**config.mk**
```make
export PLATFORM = sky130hd
export DESIGN_NAME = branch_hazard_ctrl_flat
export DESIGN_NICKNAME = d
export VERILOG_FILES = /design/src/rtl/branch_hazard_ctrl_pkg.sv /design/src/rtl/branch_hazard_ctrl_if.sv /design/src/rtl/branch_hazard_ctrl_sat_counter.sv /design/src/rtl/branch_hazard_ctrl.sv /design/src/flat_wrapper.sv
export SDC_FILE = /design/constraint.sdc
export NUM_CORES = 1
export LEC_CHECK = 0
export ABC_AREA = 1
export CAP_MARGIN = 20
export CORE_MARGIN = 1.5
export CORE_UTILIZATION = 35
export CTS_BUF_LIST = sky130_fd_sc_hd__clkbuf_4 sky130_fd_sc_hd__clkbuf_8 sky130_fd_sc_hd__clkbuf_16
export DETAILED_ROUTE_END_ITERATION = 10
export MAX_ROUTING_LAYER = met4
export PLACE_DENSITY = 0.6
export SLEW_MARGIN = 15
export SYNTH_ARGS = -nofsm -noshare
export SYNTH_HDL_FRONTEND = slang
export SYNTH_SLANG_ARGS = --single-unit
export TNS_END_PERCENT = 20
```
**constraint.sdc**
```tcl
create_clock -name clock -period 2.5 [get_ports clock]
set_clock_uncertainty 0.2 [all_clocks]
set_input_delay 0.375 -clock clock [delete_from_list [all_inputs] [get_ports clock]]
set_output_delay 0.375 -clock clock [all_outputs]
set_load 0.005 [all_outputs]
```
**src/rtl/branch_hazard_ctrl_pkg.sv**
```systemverilog
// Shared types and constants for decode-stage
// branch hazard sequencing.
package branch_hazard_ctrl_pkg;

  typedef enum logic [1:0] {
    BHC_IDLE    = 2'd0,
    BHC_STALL   = 2'd1,
    BHC_RESOLVE = 2'd2
  } bhc_state_e;

  localparam logic [4:0] REG_ZERO = 5'd0;

  function automatic logic reg_hit(
    input logic [4:0] dst,
    input logic [4:0] src
  );
    return (dst == src) && (src != REG_ZERO);
  endfunction

endpackage

```
**src/rtl/branch_hazard_ctrl_if.sv**
```systemverilog
// Decode/EX/MEM view into the branch hazard
// controller and its stall/flush/perf results.
interface branch_hazard_ctrl_if #(
  parameter int PERF_WIDTH = 16
);
  logic                  ext_stall;
  logic                  id_branch;
  logic                  id_jump_reg;
  logic                  id_rt_is_zero;
  logic [4:0]            id_rs;
  logic [4:0]            id_rt;
  logic                  id_pc_src;
  logic                  ex_reg_write;
  logic [4:0]            ex_write_reg;
  logic                  mem_reg_write;
  logic                  mem_mem_to_reg;
  logic [4:0]            mem_write_reg;
  logic                  perf_clear;
  logic                  stall_fetch;
  logic                  stall_decode;
  logic                  flush_execute;
  logic                  flush_decode;
  logic                  fwd_rs;
  logic                  fwd_rt;
  logic [PERF_WIDTH-1:0] taken_cnt;
  logic [PERF_WIDTH-1:0] not_taken_cnt;
  logic [PERF_WIDTH-1:0] stall_cnt;
  logic                  stall_err;

  modport master (
    output ext_stall, id_branch, id_jump_reg,
    output id_rt_is_zero, id_rs, id_rt, id_pc_src,
    output ex_reg_write, ex_write_reg,
    output mem_reg_write, mem_mem_to_reg,
    output mem_write_reg, perf_clear,
    input  stall_fetch, stall_decode,
    input  flush_execute, flush_decode,
    input  fwd_rs, fwd_rt,
    input  taken_cnt, not_taken_cnt,
    input  stall_cnt, stall_err
  );

  modport slave (
    input  ext_stall, id_branch, id_jump_reg,
    input  id_rt_is_zero, id_rs, id_rt, id_pc_src,
    input  ex_reg_write, ex_write_reg,
    input  mem_reg_write, mem_mem_to_reg,
    input  mem_write_reg, perf_clear,
    output stall_fetch, stall_decode,
    output flush_execute, flush_decode,
    output fwd_rs, fwd_rt,
    output taken_cnt, not_taken_cnt,
    output stall_cnt, stall_err
  );
endinterface

```
**src/rtl/branch_hazard_ctrl_sat_counter.sv**
```systemverilog
// Saturating up-counter with synchronous
// clear taking priority over increment.
module sat_counter #(
  parameter int WIDTH = 16
) (
  input  logic             clock,
  input  logic             reset_n,
  input  logic             clr,
  input  logic             inc,
  output logic [WIDTH-1:0] count
);

  always_ff @(posedge clock or negedge reset_n) begin
    if (!reset_n) begin
      count <= '0;
    end else if (clr) begin
      count <= '0;
    end else if (inc && (count != '1)) begin
      count <= count + 1'b1;
    end
  end

endmodule

```
**src/rtl/branch_hazard_ctrl.sv**
```systemverilog
// Decode-stage branch/JR hazard stall, comparator
// forwarding, taken-branch squash and perf counters.
module branch_hazard_ctrl
  import branch_hazard_ctrl_pkg::*;
#(
  parameter int PERF_WIDTH = 16,
  parameter int MAX_STALL  = 3,
  parameter int DELAY_SLOT = 0
) (
  input logic clock,
  input logic reset_n,
  branch_hazard_ctrl_if.slave bus
);

  localparam int RUN_CL = $clog2(MAX_STALL + 2);
  localparam int RUN_W  = (RUN_CL < 2) ? 2 : RUN_CL;
  localparam logic [RUN_W-1:0] RUN_TOP =
    RUN_W'(MAX_STALL + 1);
  localparam logic [RUN_W-1:0] RUN_ARM =
    RUN_W'(MAX_STALL);
  localparam logic NO_SLOT = (DELAY_SLOT == 0);

  bhc_state_e       state;
  logic [RUN_W-1:0] run;

  logic ctl;
  logic use_rt;
  logic ex_rs, ex_rt;
  logic mem_rs, mem_rt;
  logic alu_rs, alu_rt;
  logic haz_ex;
  logic haz_mem;
  logic hazard;
  logic resolve;
  logic live;

  assign ctl    = bus.id_branch | bus.id_jump_reg;
  assign use_rt = bus.id_branch & ~bus.id_rt_is_zero;

  assign ex_rs  = reg_hit(bus.ex_write_reg, bus.id_rs);
  assign ex_rt  = reg_hit(bus.ex_write_reg, bus.id_rt);
  assign mem_rs = reg_hit(bus.mem_write_reg, bus.id_rs);
  assign mem_rt = reg_hit(bus.mem_write_reg, bus.id_rt);

  assign haz_ex = ctl & bus.ex_reg_write &
                  (ex_rs | (use_rt & ex_rt));
  assign haz_mem = ctl & bus.mem_reg_write &
                   bus.mem_mem_to_reg &
                   (mem_rs | (use_rt & mem_rt));
  assign hazard  = haz_ex | haz_mem;
  assign resolve = ctl & ~hazard & ~bus.ext_stall;

  // Combinational outputs are gated while in reset.
  assign live = reset_n;

  assign alu_rs = ctl & bus.mem_reg_write &
                  ~bus.mem_mem_to_reg & mem_rs;
  assign alu_rt = alu_rs & 1'b0 | (ctl & use_rt &
                  bus.mem_reg_write &
                  ~bus.mem_mem_to_reg & mem_rt);

  assign bus.stall_fetch   = live & hazard;
  assign bus.stall_decode  = live & hazard;
  assign bus.flush_execute = live & hazard;
  assign bus.fwd_rs = live & alu_rs & ~haz_ex;
  assign bus.fwd_rt = live & alu_rt & ~haz_ex;
  assign bus.flush_decode = live & resolve &
                            bus.id_pc_src & NO_SLOT;

  always_ff @(posedge clock or negedge reset_n) begin
    if (!reset_n) begin
      state         <= BHC_IDLE;
      run           <= '0;
      bus.stall_err <= 1'b0;
    end else begin
      if (!bus.ext_stall) begin
        unique case (state)
          BHC_IDLE:
            state <= hazard ? BHC_STALL : BHC_IDLE;
          BHC_STALL:
            state <= hazard ? BHC_STALL : BHC_RESOLVE;
          BHC_RESOLVE:
            state <= hazard ? BHC_STALL : BHC_IDLE;
          default:
            state <= BHC_IDLE;
        endcase
        if (hazard) begin
          if (run != RUN_TOP) run <= run + 1'b1;
        end else begin
          run <= '0;
        end
      end
      if (bus.perf_clear) begin
        bus.stall_err <= 1'b0;
      end else if (!bus.ext_stall && hazard &&
                   run == RUN_ARM) begin
        bus.stall_err <= 1'b1;
      end
    end
  end

  sat_counter #(.WIDTH(PERF_WIDTH)) u_taken (
    .clock   (clock),
    .reset_n (reset_n),
    .clr     (bus.perf_clear),
    .inc     (resolve & bus.id_pc_src),
    .count   (bus.taken_cnt)
  );

  sat_counter #(.WIDTH(PERF_WIDTH)) u_not_taken (
    .clock   (clock),
    .reset_n (reset_n),
    .clr     (bus.perf_clear),
    .inc     (resolve & ~bus.id_pc_src),
    .count   (bus.not_taken_cnt)
  );

  sat_counter #(.WIDTH(PERF_WIDTH)) u_stall (
    .clock   (clock),
    .reset_n (reset_n),
    .clr     (bus.perf_clear),
    .inc     (hazard & ~bus.ext_stall),
    .count   (bus.stall_cnt)
  );

endmodule
```
**src/flat_wrapper.sv**
```systemverilog
// flat-port wrapper written by rule: the top's interface ports become plain ports
module branch_hazard_ctrl_flat import branch_hazard_ctrl_pkg::*;
#(
  parameter int PERF_WIDTH = 16,
  parameter int MAX_STALL  = 3,
  parameter int DELAY_SLOT = 0
)
  (clock, reset_n, bus_ext_stall, bus_id_branch, bus_id_jump_reg, bus_id_rt_is_zero, bus_id_rs, bus_id_rt, bus_id_pc_src, bus_ex_reg_write, bus_ex_write_reg, bus_mem_reg_write, bus_mem_mem_to_reg, bus_mem_write_reg, bus_perf_clear, bus_stall_fetch, bus_stall_decode, bus_flush_execute, bus_flush_decode, bus_fwd_rs, bus_fwd_rt, bus_taken_cnt, bus_not_taken_cnt, bus_stall_cnt, bus_stall_err);
  branch_hazard_ctrl_if #(.PERF_WIDTH(PERF_WIDTH)) bus_i ();
  input logic clock;
  input logic reset_n;
  input wire logic [$bits(bus_i.ext_stall)-1:0] bus_ext_stall;
  input wire logic [$bits(bus_i.id_branch)-1:0] bus_id_branch;
  input wire logic [$bits(bus_i.id_jump_reg)-1:0] bus_id_jump_reg;
  input wire logic [$bits(bus_i.id_rt_is_zero)-1:0] bus_id_rt_is_zero;
  input wire logic [$bits(bus_i.id_rs)-1:0] bus_id_rs;
  input wire logic [$bits(bus_i.id_rt)-1:0] bus_id_rt;
  input wire logic [$bits(bus_i.id_pc_src)-1:0] bus_id_pc_src;
  input wire logic [$bits(bus_i.ex_reg_write)-1:0] bus_ex_reg_write;
  input wire logic [$bits(bus_i.ex_write_reg)-1:0] bus_ex_write_reg;
  input wire logic [$bits(bus_i.mem_reg_write)-1:0] bus_mem_reg_write;
  input wire logic [$bits(bus_i.mem_mem_to_reg)-1:0] bus_mem_mem_to_reg;
  input wire logic [$bits(bus_i.mem_write_reg)-1:0] bus_mem_write_reg;
  input wire logic [$bits(bus_i.perf_clear)-1:0] bus_perf_clear;
  output wire logic [$bits(bus_i.stall_fetch)-1:0] bus_stall_fetch;
  output wire logic [$bits(bus_i.stall_decode)-1:0] bus_stall_decode;
  output wire logic [$bits(bus_i.flush_execute)-1:0] bus_flush_execute;
  output wire logic [$bits(bus_i.flush_decode)-1:0] bus_flush_decode;
  output wire logic [$bits(bus_i.fwd_rs)-1:0] bus_fwd_rs;
  output wire logic [$bits(bus_i.fwd_rt)-1:0] bus_fwd_rt;
  output wire logic [$bits(bus_i.taken_cnt)-1:0] bus_taken_cnt;
  output wire logic [$bits(bus_i.not_taken_cnt)-1:0] bus_not_taken_cnt;
  output wire logic [$bits(bus_i.stall_cnt)-1:0] bus_stall_cnt;
  output wire logic [$bits(bus_i.stall_err)-1:0] bus_stall_err;
  assign bus_i.ext_stall = bus_ext_stall;
  assign bus_i.id_branch = bus_id_branch;
  assign bus_i.id_jump_reg = bus_id_jump_reg;
  assign bus_i.id_rt_is_zero = bus_id_rt_is_zero;
  assign bus_i.id_rs = bus_id_rs;
  assign bus_i.id_rt = bus_id_rt;
  assign bus_i.id_pc_src = bus_id_pc_src;
  assign bus_i.ex_reg_write = bus_ex_reg_write;
  assign bus_i.ex_write_reg = bus_ex_write_reg;
  assign bus_i.mem_reg_write = bus_mem_reg_write;
  assign bus_i.mem_mem_to_reg = bus_mem_mem_to_reg;
  assign bus_i.mem_write_reg = bus_mem_write_reg;
  assign bus_i.perf_clear = bus_perf_clear;
  assign bus_stall_fetch = bus_i.stall_fetch;
  assign bus_stall_decode = bus_i.stall_decode;
  assign bus_flush_execute = bus_i.flush_execute;
  assign bus_flush_decode = bus_i.flush_decode;
  assign bus_fwd_rs = bus_i.fwd_rs;
  assign bus_fwd_rt = bus_i.fwd_rt;
  assign bus_taken_cnt = bus_i.taken_cnt;
  assign bus_not_taken_cnt = bus_i.not_taken_cnt;
  assign bus_stall_cnt = bus_i.stall_cnt;
  assign bus_stall_err = bus_i.stall_err;
  branch_hazard_ctrl #(.PERF_WIDTH(PERF_WIDTH), .MAX_STALL(MAX_STALL), .DELAY_SLOT(DELAY_SLOT)) u_core (.clock(clock), .reset_n(reset_n), .bus(bus_i));
endmodule
```
==> results.md <==
* Max Fclk at 418 MHz
* CTS tree: done
* Outcome: finished clean
* Yosys reg bits at 52
* Sequential area share after synthesis at 33.7%
* Worst-Skew Late Latency at 310 ps
* Height of the die at 108 microns
* Clock root buffer: clkbuf_8
* Largest net degree at the start of global routing at 53
* Syn Inst Count at 547
* Antenna cells at 0
* HPWL Detailed at 7.27 mm
* Sequential cell area at 0.00130 sq mm
* Slew headroom at 54.7%
* Post-synth ARST share at 100%
* Final WS setup at 106 ps
* Crit path largest cell delay at 450 ps
* Fin. Hold Viols at 0
* DIE WIDTH at 108 microns
* DR vias at 3,805
* Mapped Nets at 584
* Critical Path Sink Type: primary output
* Commonest register cell after synthesis: dfrtp_1
* Placement Setup Slack at -386 ps
* Placed insts at 776
* Total track usage at 18.0%
* Max VDD drop at 0.218 mV
* R2R setup slack at 240 ps
* Drt drc at 0
* Worst Path Required at 1920 ps
* R2R depth at 9
* CTS buffer count at 5
* Slowest stage cell, crit path: clkdlybuf4s50_1
* Syn-to-layout area delta at 32.4%
* Routability congestion estimate at 0.888
* Critical path cell sequence: clkdlybuf4s50_1, inv_1, nand3_1, nor2_2, nor2_1, nand2_1, nand2_2, nand2_4, nand3_4, nor3_2, clkbuf_2
* Die area at 0.0117 sq mm
* Pwr/cell area at 328 mW/mm^2
* TritonCTS Sinks at 52
* CTS clk-pin slew, worst paths at 100 ps
* Via density at 4.84
* Met1 wire length at 4.61 mm
* Setup-failing EPs final at 0
* Clk buf depth at 2
* Ys Warns at 0
* Port bufs at 85
* Worst min path class: in -> async
* Crit start category: input port
* Met3 Routed Length at 501 microns
* DR WL/cell at 12.6 microns
* Final Non-Filler Cells at 786
* Worst Tran Pin Value at 679 ps
* Met2 WL at 4.65 mm
* Fill count at 1,108
* Tmin final at 2390 ps
* H-tree depth at 2
* Initial core utilization at 35.8%
* Number of synthesized flops with an enable pin at 0
* Fin. max-slew vios at 0
* Core area at 0.0108 sq mm
* Setup CP Type: in -> out
* Largest cells by area after synthesis: dfrtp_1, nand2_1, nand3_1
* TritonRoute pass-1 iters at 4
* Unique masters post-synth at 36
* Top Metal Used: met4
* Initial antenna violation count at 0
* Syn_area_per_cell at 7.06 sq um
* CP arrival at 1820 ps
* Nets at 682
* Mapped cell area at 0.00386 sq mm
* CTS Hold Bufs at 0
* Multi-input logic area at 0.00226 sq mm
* Gr ovfl total at 0
* DR iter-0 viols at 165
* Core Rows at 38
* LEAKAGE at 2.63 nW
* Routed WL at 9.93 mm
* Top-area cell type share of the netlist area at 33.7%
* Fraction of layout cells with a size suffix above 1 at 13.0%
* Unrepaired setup endpoints after global routing: yes
* Number of global-route vias before repair at 3,657
* Post-route clock period utilization at 95.7%
* Final core occ at 47.4%
* Top cell type by total area after synthesis: dfrtp_1
* Max-cap violations at 0
* I/O pins at 86
* First-pass GRT wire length at 16.7 mm
* CP max FO at 4
* Final ANT Viol Nets at 0
## power breakdown
group / internal, mW / switching (mW) / leakage, nW
sequential: 0.850 / 0.0146 / 0.723
clock: 0.249 / 0.281 / 0.0523
combinational: 0.119 / 0.161 / 1.85
total: 1.22 / 0.457 / 2.63
## cell usage in the layout (no fill, tap or decap), drive strengths merged
master | Yosys | final
a21o | 2 | 2
a21oi | 5 | 5
a22oi | 1 | 1
and3 | 1 | 1
buf | 13 | 25
clkbuf | 5 | 13
clkdlybuf4s15 | 0 | 1
clkdlybuf4s50 | 0 | 61
clkinv | 1 | 1
dfrtp | 52 | 52
dlygate4sd2 | 0 | 8
dlymetal6s2s | 0 | 9
ha | 6 | 6
inv | 65 | 65
nand2 | 166 | 166
nand3 | 81 | 81
nand4 | 24 | 24
nor2 | 62 | 62
nor3 | 5 | 5
nor3b | 4 | 4
nor4 | 1 | 1
o211ai | 1 | 1
o21ai | 9 | 9
o22ai | 1 | 1
or2 | 2 | 2
xnor2 | 9 | 9
xor2 | 31 | 31
## cell usage after synthesis (all sizes together) (6+ instances only)
| cell type | n |
|---|---|
| nor2 | 62 |
| xnor2 | 9 |
| o21ai | 9 |
| dfrtp | 52 |
| nand4 | 24 |
| inv | 65 |
| xor2 | 31 |
| nand3 | 81 |
| nand2 | 166 |
| buf | 13 |
| ha | 6 |
## per-layer routing
metal	track usage [%]	vias up
met1	23.4	1756
met2	29.5	97
met3	2.05	16
li1	-	1936
met4	5.36	0
met5	-	-
## through the flow
| step | hold WS, ps | total power, mW | setup TNS [ps] | area [sq um] |
|---|---|---|---|---|
| 2_1_floorplan | -121 | 1.02 | 0 | 3860 |
| 3_3_place_gp | 295 | 1.16 | -2390 | 4950 |
| 3_5_place_dp | 303 | 1.16 | -2900 | 4950 |
| 4_1_cts | 51.1 | 1.70 | -1.73 | 5070 |
| 5_1_grt | 91.8 | 1.76 | -9.37 | 5110 |
| 6_report | 21.0 | 1.67 | 0 | 5110 |
## worst max-delay path, delay by kind of cell
kind                   cells  cell delay [ps]
AND/OR/NAND/NOR            8              760
buffers and inverters      3              680
## timing repair
item / CTS / global route
buffers inserted: 1 / 1
endpoints found under the setup margin: 6 / 25
pin swaps: 2 / 7
gates resized for setup: 21 / 29
## area by class of cell
cell class / instances / area share, %
Multi-Input combinational cell: 411 / 44.3
Sequential cell: 52 / 25.5
Timing Repair Buffer: 109 / 20.1
Inverter: 66 / 4.85
Tap cell: 140 / 3.43
Clock buffer: 8 / 1.91
## registers in the layout, summed over array words and instances, names as in the netlist
signal                    flops
u_core.run                    3
u_core.u_taken.count         16
u_core.bus.stall_err          1
u_core.u_not_taken.count     16
u_core.u_stall.count         16
## path summary, 6_finish.rpt
check | from | to
setup / recovery | bus_id_rt[2] | bus_flush_decode
hold / removal | reset_n | u_core.u_taken.count[2]$_DFFE_PN0P_
setup reg to reg | u_core.u_taken.count[0]$_DFFE_PN0P_ | u_core.u_taken.count[14]$_DFFE_PN0P_
hold reg to reg | u_core.run[1]$_DFFE_PN0P_ | u_core.run[1]$_DFFE_PN0P_
max in group asynchronous | reset_n | u_core.u_not_taken.count[1]$_DFFE_PN0P_
min in group clock | u_core.run[1]$_DFFE_PN0P_ | u_core.run[1]$_DFFE_PN0P_
## cells by family after synthesis
group           count (synthesis)  synth area share [%]
fa+ha+maj                       6                  1.94
simple gates                  346                  43.0
compound gates                 19                  3.11
buf+inv                        84                  9.21
xor+xnor                       40                  9.08
flops                          52                  33.7
Note: power is estimated with default switching activity, not from simulation.
